## config.mk

```make
export PLATFORM = sky130hd
export DESIGN_NAME = usb_rx
export DESIGN_NICKNAME = d
export VERILOG_FILES = /design/src/rtl/usb_rx.sv
export SDC_FILE = /design/constraint.sdc
export NUM_CORES = 1
export LEC_CHECK = 0
export ABC_AREA = 1
export CAP_MARGIN = 10
export CORE_MARGIN = 3
export CORE_UTILIZATION = 59
export CTS_CLUSTER_DIAMETER = 60
export DETAILED_ROUTE_END_ITERATION = 8
export PLACE_DENSITY = 0.85
export SKIP_LAST_GASP = 1
export SLEW_MARGIN = 10
export SYNTH_ARGS = -nofsm -noshare
export SYNTH_HDL_FRONTEND = slang
export SYNTH_SLANG_ARGS = --single-unit
```

## constraint.sdc

```tcl
create_clock -name clk -period 2.8 [get_ports clk]
set_input_delay 0.56 -clock clk [delete_from_list [all_inputs] [get_ports clk]]
set_output_delay 0.56 -clock clk [all_outputs]
set_load 0.005 [all_outputs]
```

## src/rtl/usb_rx.sv

```systemverilog
// usb_rx: full-speed USB receiver. Line sync, bit recovery, NRZI,
// unstuffing, SYNC/PID/EOP framing, CRC16 check and payload stores.
module usb_rx #(
  parameter int CLKS_PER_BIT = 8,
  parameter int MAX_PAYLOAD  = 64
) (
  input  logic       clk,
  input  logic       n_rst,
  input  logic       dplus_in,
  input  logic       dminus_in,
  input  logic [6:0] buffer_occupancy,
  output logic [2:0] rx_packet,
  output logic       rx_data_ready,
  output logic       rx_transfer_active,
  output logic       rx_error,
  output logic       flush,
  output logic       store_rx_packet_data,
  output logic [7:0] rx_packet_data
);

  localparam int CW = $clog2(CLKS_PER_BIT);
  localparam logic [CW-1:0] LAST = CW'(CLKS_PER_BIT - 1);
  localparam logic [CW-1:0] HALF = CW'(CLKS_PER_BIT / 2 - 1);

  typedef enum logic [2:0] {
    S_IDLE, S_SYNC, S_PID, S_TOKEN, S_DATA, S_EOP, S_ERR
  } state_t;

  state_t r_state;

  logic          r_dp_s1, r_dp_s2, r_dp_d;
  logic          r_dm_s1, r_dm_s2;
  logic [CW-1:0] r_cnt;
  logic          r_prev;
  logic [7:0]    r_shift;
  logic [2:0]    r_bitcnt;
  logic [2:0]    r_ones;
  logic [1:0]    r_se0cnt;
  logic [1:0]    r_bcnt;
  logic          r_seen_se0;
  logic [2:0]    r_ptype;
  logic [15:0]   r_crc;
  logic [7:0]    r_d0, r_d1;

  logic       w_edge, w_sample, w_se0, w_j, w_kstart;
  logic       w_bit, w_stuff, w_err;
  logic [7:0] w_byte;
  logic [2:0] w_ptype;
  logic       w_pid_ok, w_is_tok, w_is_dat, w_full;

  assign w_edge   = r_dp_s2 ^ r_dp_d;
  assign w_sample = (r_cnt == HALF);
  assign w_se0    = !r_dp_s2 && !r_dm_s2;
  assign w_j      = r_dp_s2 && !r_dm_s2;
  assign w_kstart = w_edge && !r_dp_s2 && r_dm_s2;
  assign w_bit    = (r_dp_s2 == r_prev);
  assign w_stuff  = (r_ones == 3'd6);
  assign w_byte   = {w_bit, r_shift[7:1]};
  assign w_full   = (buffer_occupancy == 7'(MAX_PAYLOAD));

  function automatic logic [15:0] f_crc(
    input logic [15:0] c,
    input logic [7:0]  d
  );
    logic [15:0] r;
    r = c;
    for (int i = 0; i < 8; i++) begin
      if (d[i] ^ r[15]) r = {r[14:0], 1'b0} ^ 16'h8005;
      else              r = {r[14:0], 1'b0};
    end
    return r;
  endfunction

  always_comb begin
    w_ptype = 3'd0;
    case (w_byte[3:0])
      4'h1:    w_ptype = 3'd1;
      4'h9:    w_ptype = 3'd2;
      4'h3:    w_ptype = 3'd3;
      4'hB:    w_ptype = 3'd4;
      4'h2:    w_ptype = 3'd5;
      4'hA:    w_ptype = 3'd6;
      4'hE:    w_ptype = 3'd7;
      default: w_ptype = 3'd0;
    endcase
  end

  assign w_pid_ok = (w_byte[7:4] == ~w_byte[3:0]) && (w_ptype != 3'd0);
  assign w_is_tok = (w_ptype == 3'd1) || (w_ptype == 3'd2);
  assign w_is_dat = (w_ptype == 3'd3) || (w_ptype == 3'd4);

  // Error detection wins over any store or ready in the same sample.
  always_comb begin
    w_err = 1'b0;
    if (w_sample) begin
      case (r_state)
        S_SYNC, S_PID, S_TOKEN, S_DATA: begin
          if (w_se0)
            w_err = !((r_state == S_DATA) && (r_bitcnt == 3'd0));
          else if (w_stuff)
            w_err = w_bit;
          else if (r_bitcnt == 3'd7) begin
            if (r_state == S_SYNC)      w_err = (w_byte != 8'h80);
            else if (r_state == S_PID)  w_err = !w_pid_ok;
            else if (r_state == S_DATA) w_err = (r_bcnt == 2'd2) && w_full;
          end
        end
        S_EOP:   w_err = !w_se0 && !((r_se0cnt == 2'd2) && w_j);
        default: w_err = 1'b0;
      endcase
    end
  end

  always_ff @(posedge clk or negedge n_rst) begin
    if (!n_rst) begin
      r_dp_s1 <= 1'b1;
      r_dp_s2 <= 1'b1;
      r_dp_d  <= 1'b1;
      r_dm_s1 <= 1'b0;
      r_dm_s2 <= 1'b0;
      r_cnt   <= '0;
      r_prev  <= 1'b1;
    end else begin
      r_dp_s1 <= dplus_in;
      r_dp_s2 <= r_dp_s1;
      r_dp_d  <= r_dp_s2;
      r_dm_s1 <= dminus_in;
      r_dm_s2 <= r_dm_s1;
      if (w_edge || r_cnt == LAST) r_cnt <= '0;
      else                         r_cnt <= r_cnt + 1'b1;
      if (w_sample) r_prev <= r_dp_s2;
    end
  end

  always_ff @(posedge clk or negedge n_rst) begin
    if (!n_rst) begin
      r_state              <= S_IDLE;
      r_shift              <= '0;
      r_bitcnt             <= '0;
      r_ones               <= '0;
      r_se0cnt             <= '0;
      r_bcnt               <= '0;
      r_seen_se0           <= 1'b0;
      r_ptype              <= '0;
      r_crc                <= 16'hFFFF;
      r_d0                 <= '0;
      r_d1                 <= '0;
      rx_packet            <= '0;
      rx_data_ready        <= 1'b0;
      rx_transfer_active   <= 1'b0;
      rx_error             <= 1'b0;
      flush                <= 1'b0;
      store_rx_packet_data <= 1'b0;
      rx_packet_data       <= '0;
    end else begin
      flush                <= 1'b0;
      store_rx_packet_data <= 1'b0;
      rx_data_ready        <= 1'b0;
      if (w_err) begin
        r_state    <= S_ERR;
        rx_error   <= 1'b1;
        rx_packet  <= '0;
        r_seen_se0 <= w_se0;
      end else begin
        case (r_state)
          S_IDLE: begin
            if (w_kstart) begin
              r_state            <= S_SYNC;
              rx_transfer_active <= 1'b1;
              rx_error           <= 1'b0;
              rx_packet          <= '0;
              r_ones             <= '0;
              r_bitcnt           <= '0;
            end
          end
          S_ERR: begin
            if (w_sample) begin
              if (w_se0) r_seen_se0 <= 1'b1;
              else if (r_seen_se0 && w_j) begin
                rx_transfer_active <= 1'b0;
                r_state            <= S_IDLE;
              end
            end
          end
          S_EOP: begin
            if (w_sample) begin
              if (w_se0) begin
                if (r_se0cnt != 2'd2) r_se0cnt <= r_se0cnt + 2'd1;
              end else begin
                rx_transfer_active <= 1'b0;
                r_state            <= S_IDLE;
                if (r_ptype != 3'd3 && r_ptype != 3'd4) begin
                  rx_packet <= r_ptype;
                end else if (r_crc == 16'h800D && r_bcnt == 2'd2) begin
                  rx_packet     <= r_ptype;
                  rx_data_ready <= 1'b1;
                end else begin
                  rx_error  <= 1'b1;
                  rx_packet <= '0;
                end
              end
            end
          end
          default: begin
            if (w_sample) begin
              if (w_se0) begin
                r_state  <= S_EOP;
                r_se0cnt <= 2'd1;
              end else if (w_stuff) begin
                r_ones <= '0;
              end else begin
                r_ones   <= w_bit ? r_ones + 3'd1 : 3'd0;
                r_shift  <= w_byte;
                r_bitcnt <= r_bitcnt + 3'd1;
                if (r_bitcnt == 3'd7) begin
                  case (r_state)
                    S_SYNC: r_state <= S_PID;
                    S_PID: begin
                      r_ptype <= w_ptype;
                      r_bcnt  <= '0;
                      unique case (1'b1)
                        w_is_tok: r_state <= S_TOKEN;
                        w_is_dat: begin
                          r_state <= S_DATA;
                          flush   <= 1'b1;
                          r_crc   <= 16'hFFFF;
                        end
                        default: begin
                          r_state  <= S_EOP;
                          r_se0cnt <= '0;
                        end
                      endcase
                    end
                    S_TOKEN: begin
                      if (r_bcnt == 2'd1) begin
                        r_state  <= S_EOP;
                        r_se0cnt <= '0;
                      end else begin
                        r_bcnt <= r_bcnt + 2'd1;
                      end
                    end
                    S_DATA: begin
                      // Two-byte delay keeps the trailing CRC out of the FIFO.
                      r_crc <= f_crc(r_crc, w_byte);
                      r_d0  <= w_byte;
                      r_d1  <= r_d0;
                      if (r_bcnt == 2'd2) begin
                        store_rx_packet_data <= 1'b1;
                        rx_packet_data       <= r_d1;
                      end else begin
                        r_bcnt <= r_bcnt + 2'd1;
                      end
                    end
                    default: r_state <= S_ERR;
                  endcase
                end
              end
            end
          end
        endcase
      end
    end
  end

endmodule

```

# == After elaboration in Yosys (flattened, before gate mapping) ==
# Index checks and enable logic that the tools add are counted.
# W data, S select, Z words.
# word_totals
out_inout_bits,16
register_bits,82
in_bits,11
# classes
muxes,154
add_sub_neg,5
n_bitwise,24
n_reduce_logical,55
n_eq_ne,59
# op_table
operator,count
$mux W16,58
$mux W3,26
$mux W1,45
$ne A3 B3 Y1 const B,11
$pmux W16 S2,1
$ne A2 B2 Y1 const B,13
$not A3 Y3,8
$pmux W3 S2,4
$reduce_and A8 Y1,3
$mux W2,11
$eq A3 B3 Y1 const B,7
$pmux W3 S7,1
$reduce_bool A3 Y1,6
$eq A16 B16 Y1 const B,1
$eq A4 B4 Y1 const B,4
$eq A3 B2 Y1 const B,5
$reduce_and A7 Y1,2
$logic_and A1 B1 Y1,12
$pmux W3 S4,1
$reduce_and A6 Y1,2
$reduce_bool A2 Y1,6
$reduce_and A11 Y1,1
$reduce_and A10 Y1,1
$reduce_and A5 Y1,2
other kinds (34),66

# == Longest topological paths before layout ==
# Gate-level depths: netlist (run 1).
# depth
ltp_word,70
ltp_mapped,20
depth_no_buf,19

# == Worst setup path before layout (run 1) ==
# Ideal clock, no wire load.
# synth_path
path_type,flip-flop to flip-flop
from,register r_cnt[0]
to,register r_d0[4]
stages_incl_launch_ff,11
synth_period_minus_slack_ns,2.088
path_slack_ns,0.712
t_arrival_ns,1.969
path_buffers,2
required_ns,2.681
cell_sequence,dfrtp_1 ha_1 ha_1 clkbuf_1 inv_1 nor3_1 nand3_4 nor2_8 buf_4 nand2_1 o21a_1
# synth_via
elab_chain_cells,4
# synth_lines
item,line_no,rtl
start: declaration,33,logic [CW-1:0] r_cnt;
start signal: assignment,130,else r_cnt <= r_cnt + 1'b1;
$eq A3 B2 Y1 (*),52,assign w_sample = (r_cnt == HALF);
$mux W1,95,if (w_sample) begin
$not A1 Y1 (no line),-,
$reduce_and A7 Y1 (no line) (*),-,
end signal: assignment,245,r_d0 <= w_byte;
end: declaration,43,"logic [7:0] r_d0, r_d1;"
# Mark *: on every way between the ends. The rest lies on a longest branch, timed or not.
# A chain may end at the register's enable or synchronous reset.

# == Worst setup path in the final report (run 1) ==
# layout_path
from,register r_shift[1]
to,register r_crc[8]
# layout_via
elab_chain_cells,60
elab_cells_between_ends,87
cone_classes,eq/ne: 12; mux: 66; bitwise: 4; reduce/logical: 5
# layout_lines
item,line_no,rtl
start: declaration,35,logic [7:0] r_shift;
start signal: assignment,213,r_shift <= w_byte;
$xor A1 B1 Y1,68,"if (d[i] ^ r[15]) r = {r[14:0], 1'b0} ^ 16'h8005;"
$mux W16,68,
$mux W16,216,case (r_state)
$mux W16,215,if (r_bitcnt == 3'd7) begin
$mux W16,209,end else if (w_stuff) begin
$mux W16,206,if (w_se0) begin
$mux W16,205,if (w_sample) begin
$mux W16,165,case (r_state)
(+44 left out),-,
$mux W16,215,
$mux W16,209,
$mux W16,206,
$mux W16,205,
$mux W16,165,
$mux W16,159,if (w_err) begin
$mux W16,68,
$pmux W16 S2,216,
end signal: assignment,244,"r_crc <= f_crc(r_crc, w_byte);"
end: declaration,42,logic [15:0] r_crc;
# Parallel ways exist; a longest one is shown, timed or not. The select of a mux whose other input is x is not followed.

==> results of run 1 <==
==> layer usage <==
metal	vias to the layer above	track usage	wire length, um
li1	1802	-	-
met5	-	0	0
met1	1707	0.329	4220
met3	19	0.0389	520
met4	0	0.101	188
met2	133	0.384	4560
==> registers in the layout (all words and copies together), names as in the netlist, 2 cells and up <==
register        flops
r_bcnt              2
r_bitcnt            3
r_cnt               3
r_crc              16
r_d0                8
r_d1                8
r_ones              3
r_ptype             3
r_se0cnt            2
r_shift             7
r_state             3
rx_packet           3
rx_packet_data      8
==> power by group through the flow <==
stage          clock (mW)  combinational (mW)  sequential [mW]
3_5_place_dp            0                1.44             1.49
2_1_floorplan           0                1.04             1.45
5_1_grt              1.12                1.65             1.50
6_report             1.04                1.46             1.47
3_3_place_gp            0                1.40             1.49
4_1_cts              1.05                1.45             1.47
==> worst max-delay path: stages (launching register included) <==
cell     delay, ns
dfrtp_1       0.50
inv_2         0.15
nand2_1       0.08
nor4_1        0.40
a31oi_1       0.13
nand2_1       0.10
nand3_1       0.11
nand3_2       0.15
nand3_2       0.13
nor2_2        0.27
buf_12        0.18
o21ai_0       0.07
o21ai_0       0.10
==> logic make-up after synthesis <==
logic type                 Yosys count
and+or+nand+nor                    235
AOI/OAI and AO/OA                  102
buffers and inverters               97
DFF                                 81
adders and majority gates           12
xor gates and xnor gates            11
==> worst max-delay path by stage <==
stage                         from         to  slack [ns]  depth (start not counted)
6_report                r_shift[1]   r_crc[8]        0.35                         12
5_1_grt                 r_state[2]  r_crc[15]        0.19                         11
4_1_cts                 r_shift[2]    r_d0[5]        0.39                         11
3_5_place_dp   buffer_occupancy[6]    r_d0[5]        0.25                         13
3_3_place_gp   buffer_occupancy[6]   r_crc[0]        0.29                         14
2_1_floorplan             r_cnt[0]    r_d0[4]        0.71                         10
==> through the flow <==
| step | instances | instance area, sq um |
|---|---|---|
| floorplan | 538 | 4320 |
| global placement | 656 | 4690 |
| detailed placement | 656 | 4690 |
| CTS | 672 | 4940 |
| global route | 672 | 4940 |
| finish | 672 | 4940 |
==> cell usage in the layout (no fill, tap or decap), drive strengths merged, types with 10 or more instances in the layout <==
cell type      instances
nand2                141
inv                   84
o21ai                 65
dfrtp                 61
nand3                 38
nor2                  34
clkdlybuf4s50         25
dfstp                 20
ha                    12
a21oi                 11
buf                   11
nor3                  10
clkbuf                10
==> layout make-up <==
class                           count  area share
Clock buffer                       10      0.0258
Clock inverter                      6      0.0233
Inverter                           83      0.0636
Multi-Input combinational cell    360       0.377
Sequential cell                    81       0.416
Tap cell                           96      0.0243
Timing Repair Buffer               36      0.0699
==> metrics, run 1 <==
cell area after synthesis 4320 sq um; Static Leak 2.41 nW; Reg power frac 0.371; Fin Setup TNS 0 ns; pin count of the biggest net entering global routing 82; Syn Nets 561; Seq cells post-synth 81; number of diodes 0; Post-DP HPWL 7070 um; DRC 0; clock root cell clkbuf_8; clock share of power 0.262; Finish-stage setup viols 0; Slew Viols, Final 0; Cell Rows 30; worst-margin pin slew 0.992 ns; synth-to-layout area growth 14.4%; Power Total 3.97 mW; worst hold slack 0.355 ns; Critical R2R Launch r_shift[1]; Slew headroom 0.339; final worst setup slack 0.348 ns; initial DRC count 269; Worst-path clk slew 0.09 ns; Most used DFF post-synth dfrtp_1; Synth Warn # 0; boundary pin count 27; largest family of logic cells by synthesized area simple AND/OR/NAND/NOR gates; Switch Pwr 1.51 mW; PD cells 804 nW/um^2; fin util 0.711; Final Wtd Congestion 0.906; register area 2050 sq um; Crit Path Max Fanout 19; critical path endpoint category flip-flop; cts-stage hold buffer count 0; fin nets 594; TritonRoute pass-1 iters 5; status completed; adder-cell share of the synthesized area 0.0348; maximum clock frequency 408 MHz; clock latency on the worst-skew pair 0.36 ns; Logic pwr share 0.367; Synth Area in Compound Gates 0.133; most frequent cells after synthesis nand2_1, inv_1, dfrtp_1; Die W 91.5 um; CTS tree done; Initial Util 0.622; WL/cell 14.1 um; drt via density 5.45; total die area 8380 sq um; pre-CTS WS 0.246 ns; top cell type's share of synthesized area 0.354; internal power 2.46 mW; DIE HEIGHT 91.5 um; VDD IR max 0.000503 V; Synth Area in XOR/XNOR 0.0223; initial antenna violation count 0; Post-synth EDFFs 0; Critical Path AT 2.72 ns; fill count 523; Port Buffers 26; sequential area share after synthesis 0.475; synth top area cells dfrtp_1, dfstp_2, nand2_1; Mapped Cells 538; reg2reg path depth 12; final hold viol count 0; CP Launch Type flip-flop; Final min period 2.45 ns; Clock Skews 0.0118 ns; RSZ-0062 raised after global routing false; first-pass GRT wire length 16200 um; Syn Area/Cell 8.02 sq um; mux cell area share after synthesis 0; max cap viols 0; Final ANT Viol Nets 0; worst setup path class flip-flop to flip-flop; post-CTS resize count 0; GR Overflow Total 0; area leader, netlist dfrtp_1; maximum clock insertion buffer count 2; switching share of power 0.381; R2R setup slack 0.35 ns; layout cells sized above 1 0.115; worst min path class input port to async pin; depth of the CTS H-tree 3; core area 6940 sq um; via count 3661; cts bufs inserted 9; period utilisation layout 0.876; area of the multi-input gates 1860 sq um; simple-gate share of the synthesized area 0.241; vias in the first global route 3489; Crit path required time 3.07 ns; r2r endpoint r_crc[8]; Routed WL 9490 um; Total GRT Usage 0.242; Synth cell types 41; most frequent cell after synthesis nand2_1; FFs w/ async S/R, synth 1.00; Post-CTS Setup Bufs 0; clock sink count 81
Power figures use the tool's default switching activity.
==> run 2, diff against run 1 <==
--- a/config.mk
+++ b/config.mk
@@ -5,13 +5,13 @@
 export SDC_FILE = /design/constraint.sdc
 export NUM_CORES = 1
 export LEC_CHECK = 0
-export ABC_AREA = 1
 export CAP_MARGIN = 10
 export CORE_MARGIN = 3
 export CORE_UTILIZATION = 59
 export CTS_CLUSTER_DIAMETER = 60
 export DETAILED_ROUTE_END_ITERATION = 8
-export PLACE_DENSITY = 0.85
+export PLACE_DENSITY_LB_ADDON = 0.25
+export REMOVE_ABC_BUFFERS = 1
 export SKIP_LAST_GASP = 1
 export SLEW_MARGIN = 10
 export SYNTH_ARGS = -nofsm -noshare
==> run 2 against run 1 <==
Routed wire length is 4.1% lower. Register-to-register slack worse by 0.27 ns. Flip-flop and latch count is the same. Sequential power shrank 3%. Non-clock buffer count up 23. Critical path depth is 3 lower. Critical path type unchanged. Critical endpoint is now r_d0[3]. Largest power group unchanged.
==> metrics, run 2 <==
vias in the first global route 3263 (-6.5%); synth-to-layout area growth 18.0%; critical path endpoint category flip-flop; CP Launch Type flip-flop; DRC 0 (unchanged); Syn Area/Cell 11.0 sq um (+37%); fin nets 467 (-21%); GR Overflow Total 0 (unchanged); total die area 8360 sq um (-0.24%); Synth Warn # 0 (unchanged); Mapped Cells 393 (-27%); Static Leak 2.34 nW (-3.1%); Initial Util 0.620 (-0.00162); Crit path required time 3.05 ns (-0.02 ns); Synth Area in XOR/XNOR 0.0529 (+0.0306); Final min period 2.72 ns (+0.268 ns); clock root cell clkbuf_8; Clock Skews 0.0122 ns (+0.000399 ns); Fin Setup TNS 0 ns (unchanged); DIE HEIGHT 91.4 um (-0.12%); Die W 91.4 um (-0.12%); cell area after synthesis 4310 sq um (-0.26%); CP cell instances or4_1 > o41ai_2 > a311oi_1 > o31a_2 > nor3b_4 > buf_4 > nand3_4 > buf_12 > mux2_4; depth of the CTS H-tree 3 (unchanged); worst setup path class flip-flop to flip-flop; number of diodes 0 (unchanged); Critical R2R Launch r_shift[4]; WL/cell 16.7 um (+18%); mux cell area share after synthesis 0.122 (+0.122); largest family of logic cells by synthesized area compound AO/OA/AOI/OAI gates; maximum clock insertion buffer count 2 (unchanged); first-pass GRT wire length 15900 um (-1.9%); sequential area share after synthesis 0.477 (+0.00124); final hold viol count 0 (unchanged); leading cell type in the layout, fill and taps excluded dfrtp_1; Routed WL 9100 um (-4.1%); status completed; worst min path class input port to async pin; core area 6940 sq um (unchanged); most frequent cell after synthesis dfrtp_1; max cap viols 0 (unchanged); area leader, netlist dfrtp_1; Most used DFF post-synth dfrtp_1; via count 3190 (-13%); maximum clock frequency 368 MHz (-9.9%); initial DRC count 258 (-4.1%); reg2reg path depth 9 (-3); Synth Area in Compound Gates 0.141 (+0.00819); Synth cell types 59 (+44%); worst-margin pin slew 0.988 ns (-0.00372 ns); Finish-stage setup viols 0 (unchanged); clock latency on the worst-skew pair 0.36 ns (about the same); Post-synth EDFFs 0 (unchanged); Cell Rows 30 (unchanged); Port Buffers 26 (unchanged); FFs w/ async S/R, synth 1.00 (unchanged); simple-gate share of the synthesized area 0.134 (-0.107); Power Total 3.73 mW (-6.0%); Final ANT Viol Nets 0 (unchanged); TritonRoute pass-1 iters 5 (unchanged); cts-stage hold buffer count 0 (unchanged); period utilisation layout 0.971 (+0.0957); Final Wtd Congestion 0.969 (+6.9%); layout cells sized above 1 0.272 (+0.157); Worst-path clk slew 0.09 ns (about the same); clock sink count 81 (unchanged); crit-path max cell delay 0.56 ns (+0.06 ns); synth top area cells dfrtp_1, dfstp_2, mux2_2; Post-DP HPWL 6680 um (-5.5%); slowest CP cell or4_1; Crit Path Max Fanout 27 (+8); pin count of the biggest net entering global routing 82 (unchanged); leading cell types in the layout, fill and taps excluded dfrtp_1, nor2_1, mux2_2; R2R setup slack 0.08 ns (-0.27 ns); fill count 504 (-3.6%); VDD IR max 0.000366 V (-27%); Critical Path AT 2.97 ns (+0.25 ns); Total GRT Usage 0.239 (-0.00294); PD cells 735 nW/um^2 (-8.6%); CTS tree done; Most flops, register r_crc; drt via density 5.85 (+7.4%); RSZ-0062 raised after global routing true; Slew Viols, Final 0 (unchanged); adder-cell share of the synthesized area 0.0349 (+0.0000910); top cell type's share of synthesized area 0.355 (+0.000925); initial antenna violation count 0 (unchanged); Slew headroom 0.341 (+0.00248); Seq cells post-synth 81 (unchanged); r2r endpoint r_d0[3]; max reg flops 16 (unchanged); boundary pin count 27 (unchanged); most frequent cells after synthesis dfrtp_1, nor2_1, mux2_2; cts bufs inserted 9 (unchanged)
==> run 2: cell types whose count changed in the layout (fill, tap and decap cells not counted), moves of 7 or more <==
cell | before | now
a21oi_1 | 11 | 19
buf_4 | 10 | 31
inv_1 | 76 | 18
mux2_2 | 0 | 32
mux2_4 | 0 | 9
nand2_1 | 137 | 24
nand3_1 | 35 | 8
nor2b_1 | 0 | 7
o21a_1 | 9 | 1
o21ai_0 | 32 | 17
o21ai_1 | 32 | 0
o22a_1 | 0 | 11
xnor2_1 | 5 | 16
==> run 2: report_power, final <==
group / total [mW] / switching, mW / internal (mW)
registers: 1.43 / 0.138 / 1.30
clock network: 0.893 / 0.462 / 0.431
logic: 1.40 / 0.761 / 0.644
==> run 2: how the worst max path moves through the flow <==
stage                              startpoint         end  slack, ns  cells past startpoint
final                              r_shift[4]     r_d0[3]       0.08                      9
after global placement    buffer_occupancy[6]  r_shift[4]      0.002                      8
after floorplan                    r_shift[4]    r_crc[0]      -0.10                      7
after global routing               r_shift[3]     r_d0[3]      -0.01                      9
after detailed placement  buffer_occupancy[6]     r_d0[3]      -0.07                      9
after CTS                          r_shift[4]     r_d0[3]       0.06                      9
==> run 2: area by class of cell <==
cell class                      count  area [sq um]  share of cell area
Clock buffer                        9           124              0.0244
Clock inverter                      7          83.8              0.0165
Inverter                           18          67.6              0.0133
Multi-Input combinational cell    275          2090               0.411
Sequential cell                    81          2050               0.404
Tap cell                           96           120              0.0237
Timing Repair Buffer               59           543               0.107
==> run 2: logic make-up (layout without fill, tap and decap cells) <==
logic type | Yosys count | count (layout)
AOI/OAI and AO/OA | 86 | 86
muxes | 44 | 44
buffers and inverters | 37 | 93
xor gates and xnor gates | 26 | 26
and+or+nand+nor | 107 | 107
adders and majority gates | 12 | 12
DFF | 81 | 81
==> run 2: metrics by stage <==
step	std cells	hold slack [ns]	setup WS [ns]	util	cell area [sq um]
6_report	545	0.356	0.0801	0.731	5080
5_1_grt	545	0.368	-0.0131	0.731	5080
4_1_cts	543	0.361	0.0597	0.729	5060
3_5_place_dp	527	0.343	-0.0692	0.699	4860
3_3_place_gp	527	0.332	0.00216	0.699	4860
2_1_floorplan	374	0.264	-0.102	-	4210
==> run 2: critical path: cells and delay by family, from the launching register on <==
kind            cells  cell delay (ns)
simple gates        3             0.90
compound gates      3             0.65
flops               1             0.38
buf+inv             2             0.38
mux                 1             0.31
==> run 2: per-layer routing <==
| layer | GRT usage | wire length [um] | up-vias |
|---|---|---|---|
| li1 | - | - | 1508 |
| met2 | 0.378 | 4240 | 99 |
| met4 | 0.0653 | 139 | 0 |
| met5 | 0 | 0 | - |
| met1 | 0.337 | 4200 | 1567 |
| met3 | 0.0456 | 525 | 16 |
==> run 2: repair_timing <==
item                                    CTS  global route
resized for setup                         0             0
setup buffers                             0             2
endpoints found under the setup margin    0            39
hold endpoints to repair                  0             0
==> run 3, diff against run 2 <==
--- a/config.mk
+++ b/config.mk
@@ -10,7 +10,7 @@
 export CORE_UTILIZATION = 59
 export CTS_CLUSTER_DIAMETER = 60
 export DETAILED_ROUTE_END_ITERATION = 8
-export PLACE_DENSITY_LB_ADDON = 0.25
+export PLACE_DENSITY = 0.82
 export REMOVE_ABC_BUFFERS = 1
 export SKIP_LAST_GASP = 1
 export SLEW_MARGIN = 10
==> run 3 against run 2 <==
Routed wire length rose by 5.0%. Design area is 0.22% lower. Non-clock buffer count stayed put.
==> metrics, run 3 (same netlist as run 2, synthesis figures left out) <==
DRC 0 (unchanged); clock latency on the worst-skew pair 0.36 ns (about the same); first-pass GRT wire length 16100 um (+0.95%); worst-margin pin slew 0.971 ns (-0.0176 ns); Final ANT Viol Nets 0 (unchanged); cts bufs inserted 9 (unchanged); CTS tree done; Most flops, register r_crc; Cell Rows 30 (unchanged); Routed WL 9560 um (+5.0%); Critical R2R Launch r_shift[4]; number of diodes 0 (unchanged); maximum clock frequency 367 MHz (-0.26%); r2r endpoint r_shift[5]; boundary pin count 27 (unchanged); WL/cell 17.5 um (+5.0%); maximum clock insertion buffer count 2 (unchanged); core area 6940 sq um (unchanged); vias in the first global route 3229 (-1.0%); synth-to-layout area growth 17.7%; worst min path class input port to async pin; Crit path required time 3.04 ns (about the same); fin nets 467 (unchanged); via count 3218 (+0.88%); clock root cell clkbuf_8; Port Buffers 26 (unchanged); VDD IR max 0.000346 V (-5.3%); max reg flops 16 (unchanged); Die W 91.4 um (unchanged); max cap viols 0 (unchanged); depth of the CTS H-tree 3 (unchanged); reg2reg path depth 8 (-1); Fin Setup TNS 0 ns (unchanged); CP Launch Type flip-flop; status completed; RSZ-0062 raised after global routing true; R2R setup slack 0.07 ns (about the same); DIE HEIGHT 91.4 um (unchanged); Critical Path AT 2.96 ns (about the same); Post-DP HPWL 6860 um (+2.7%); worst hold slack 0.346 ns (-0.0102 ns); post-route design area 5070 sq um (-0.22%); clock sink count 81 (unchanged); Power Total 3.74 mW (+0.14%); PD cells 738 nW/um^2 (+0.36%); pin count of the biggest net entering global routing 82 (unchanged); Initial Util 0.620 (unchanged); Slew headroom 0.353 (+0.0118); worst setup path class flip-flop to flip-flop; Static Leak 2.33 nW (-0.43%); Finish-stage setup viols 0 (unchanged); total die area 8360 sq um (unchanged); leading cell types in the layout, fill and taps excluded dfrtp_1, nor2_1, buf_4; layout cells sized above 1 0.276 (+0.00445); drt via density 5.90 (+0.88%); leading cell type in the layout, fill and taps excluded dfrtp_1; Placed Area 4820 sq um (-0.77%); Crit Path Max Fanout 8 (-70%); critical path endpoint category flip-flop; GR Overflow Total 0 (unchanged); period utilisation layout 0.974 (+0.00250); Slew Viols, Final 0 (unchanged); Final Wtd Congestion 0.907 (-6.3%); Final min period 2.73 ns (+0.00700 ns); TritonRoute pass-1 iters 5 (unchanged); Total GRT Usage 0.244 (+0.00457); initial antenna violation count 0 (unchanged); cts-stage hold buffer count 0 (unchanged); initial DRC count 333 (+29%); Clock Skews 0.0124 ns (+0.000183 ns); Worst-path clk slew 0.09 ns (about the same); final hold viol count 0 (unchanged)
## run 3: area by class of cell
cell class | count | area (sq um)
well taps | 96 | 120
multi-input cells | 275 | 2100
clock buffers | 10 | 138
flip-flops and latches | 81 | 2050
inverters | 18 | 67.6
repair buffers | 59 | 518
fillers | 484 | 1880
clock inverters | 6 | 72.6
## run 3: critical path, cell delays in order, from the launching register on
cell      delay, ns
dfrtp_1        0.38
or4_1          0.54
o41ai_2        0.34
a311oi_1       0.15
o31a_2         0.16
nor3b_4        0.18
buf_4          0.19
and3_2         0.31
mux2_2         0.36
## run 3: routing by layer
| metal | vias to the layer above | GRT usage | part of all wire | wire, um |
|---|---|---|---|---|
| met4 | 0 | 0.0842 | 0.018 | 176 |
| met3 | 17 | 0.0414 | 0.044 | 418 |
| met2 | 93 | 0.403 | 0.50 | 4800 |
| met1 | 1606 | 0.323 | 0.44 | 4170 |
| met5 | - | 0 | 0 | 0 |
| li1 | 1502 | - | - | - |
## run 3: repair_timing
action                                  CTS  global route
buffers inserted                          0             2
gates resized for setup                   0             4
endpoints found under the hold margin     0             0
endpoints found under the setup margin    0            49
## run 3: worst max-delay path by stage
stage                   startpoint         end  slack (ns)
2_1_floorplan           r_shift[4]    r_crc[0]       -0.10
3_3_place_gp   buffer_occupancy[6]  r_shift[4]       -0.03
3_5_place_dp   buffer_occupancy[4]  r_shift[5]       -0.07
4_1_cts                 r_shift[4]  r_shift[5]       0.005
5_1_grt                 r_shift[4]    r_crc[8]       -0.02
6_report                r_shift[4]  r_shift[5]        0.07
## run 3: per-stage QoR
step | setup slack, ns | util | std cells
floorplan | -0.102 | - | 374
global placement | -0.0271 | 0.694 | 527
detailed placement | -0.0680 | 0.694 | 527
CTS | 0.00537 | 0.724 | 543
global route | -0.0172 | 0.730 | 545
finish | 0.0731 | 0.730 | 545
## run 3: report_power, final
group          switching, mW  internal [mW]  leakage, nW  total, mW
Combinational          0.775          0.628         1.21       1.40
Sequential             0.151           1.30         1.01       1.45
Clock                  0.440          0.445        0.103      0.886
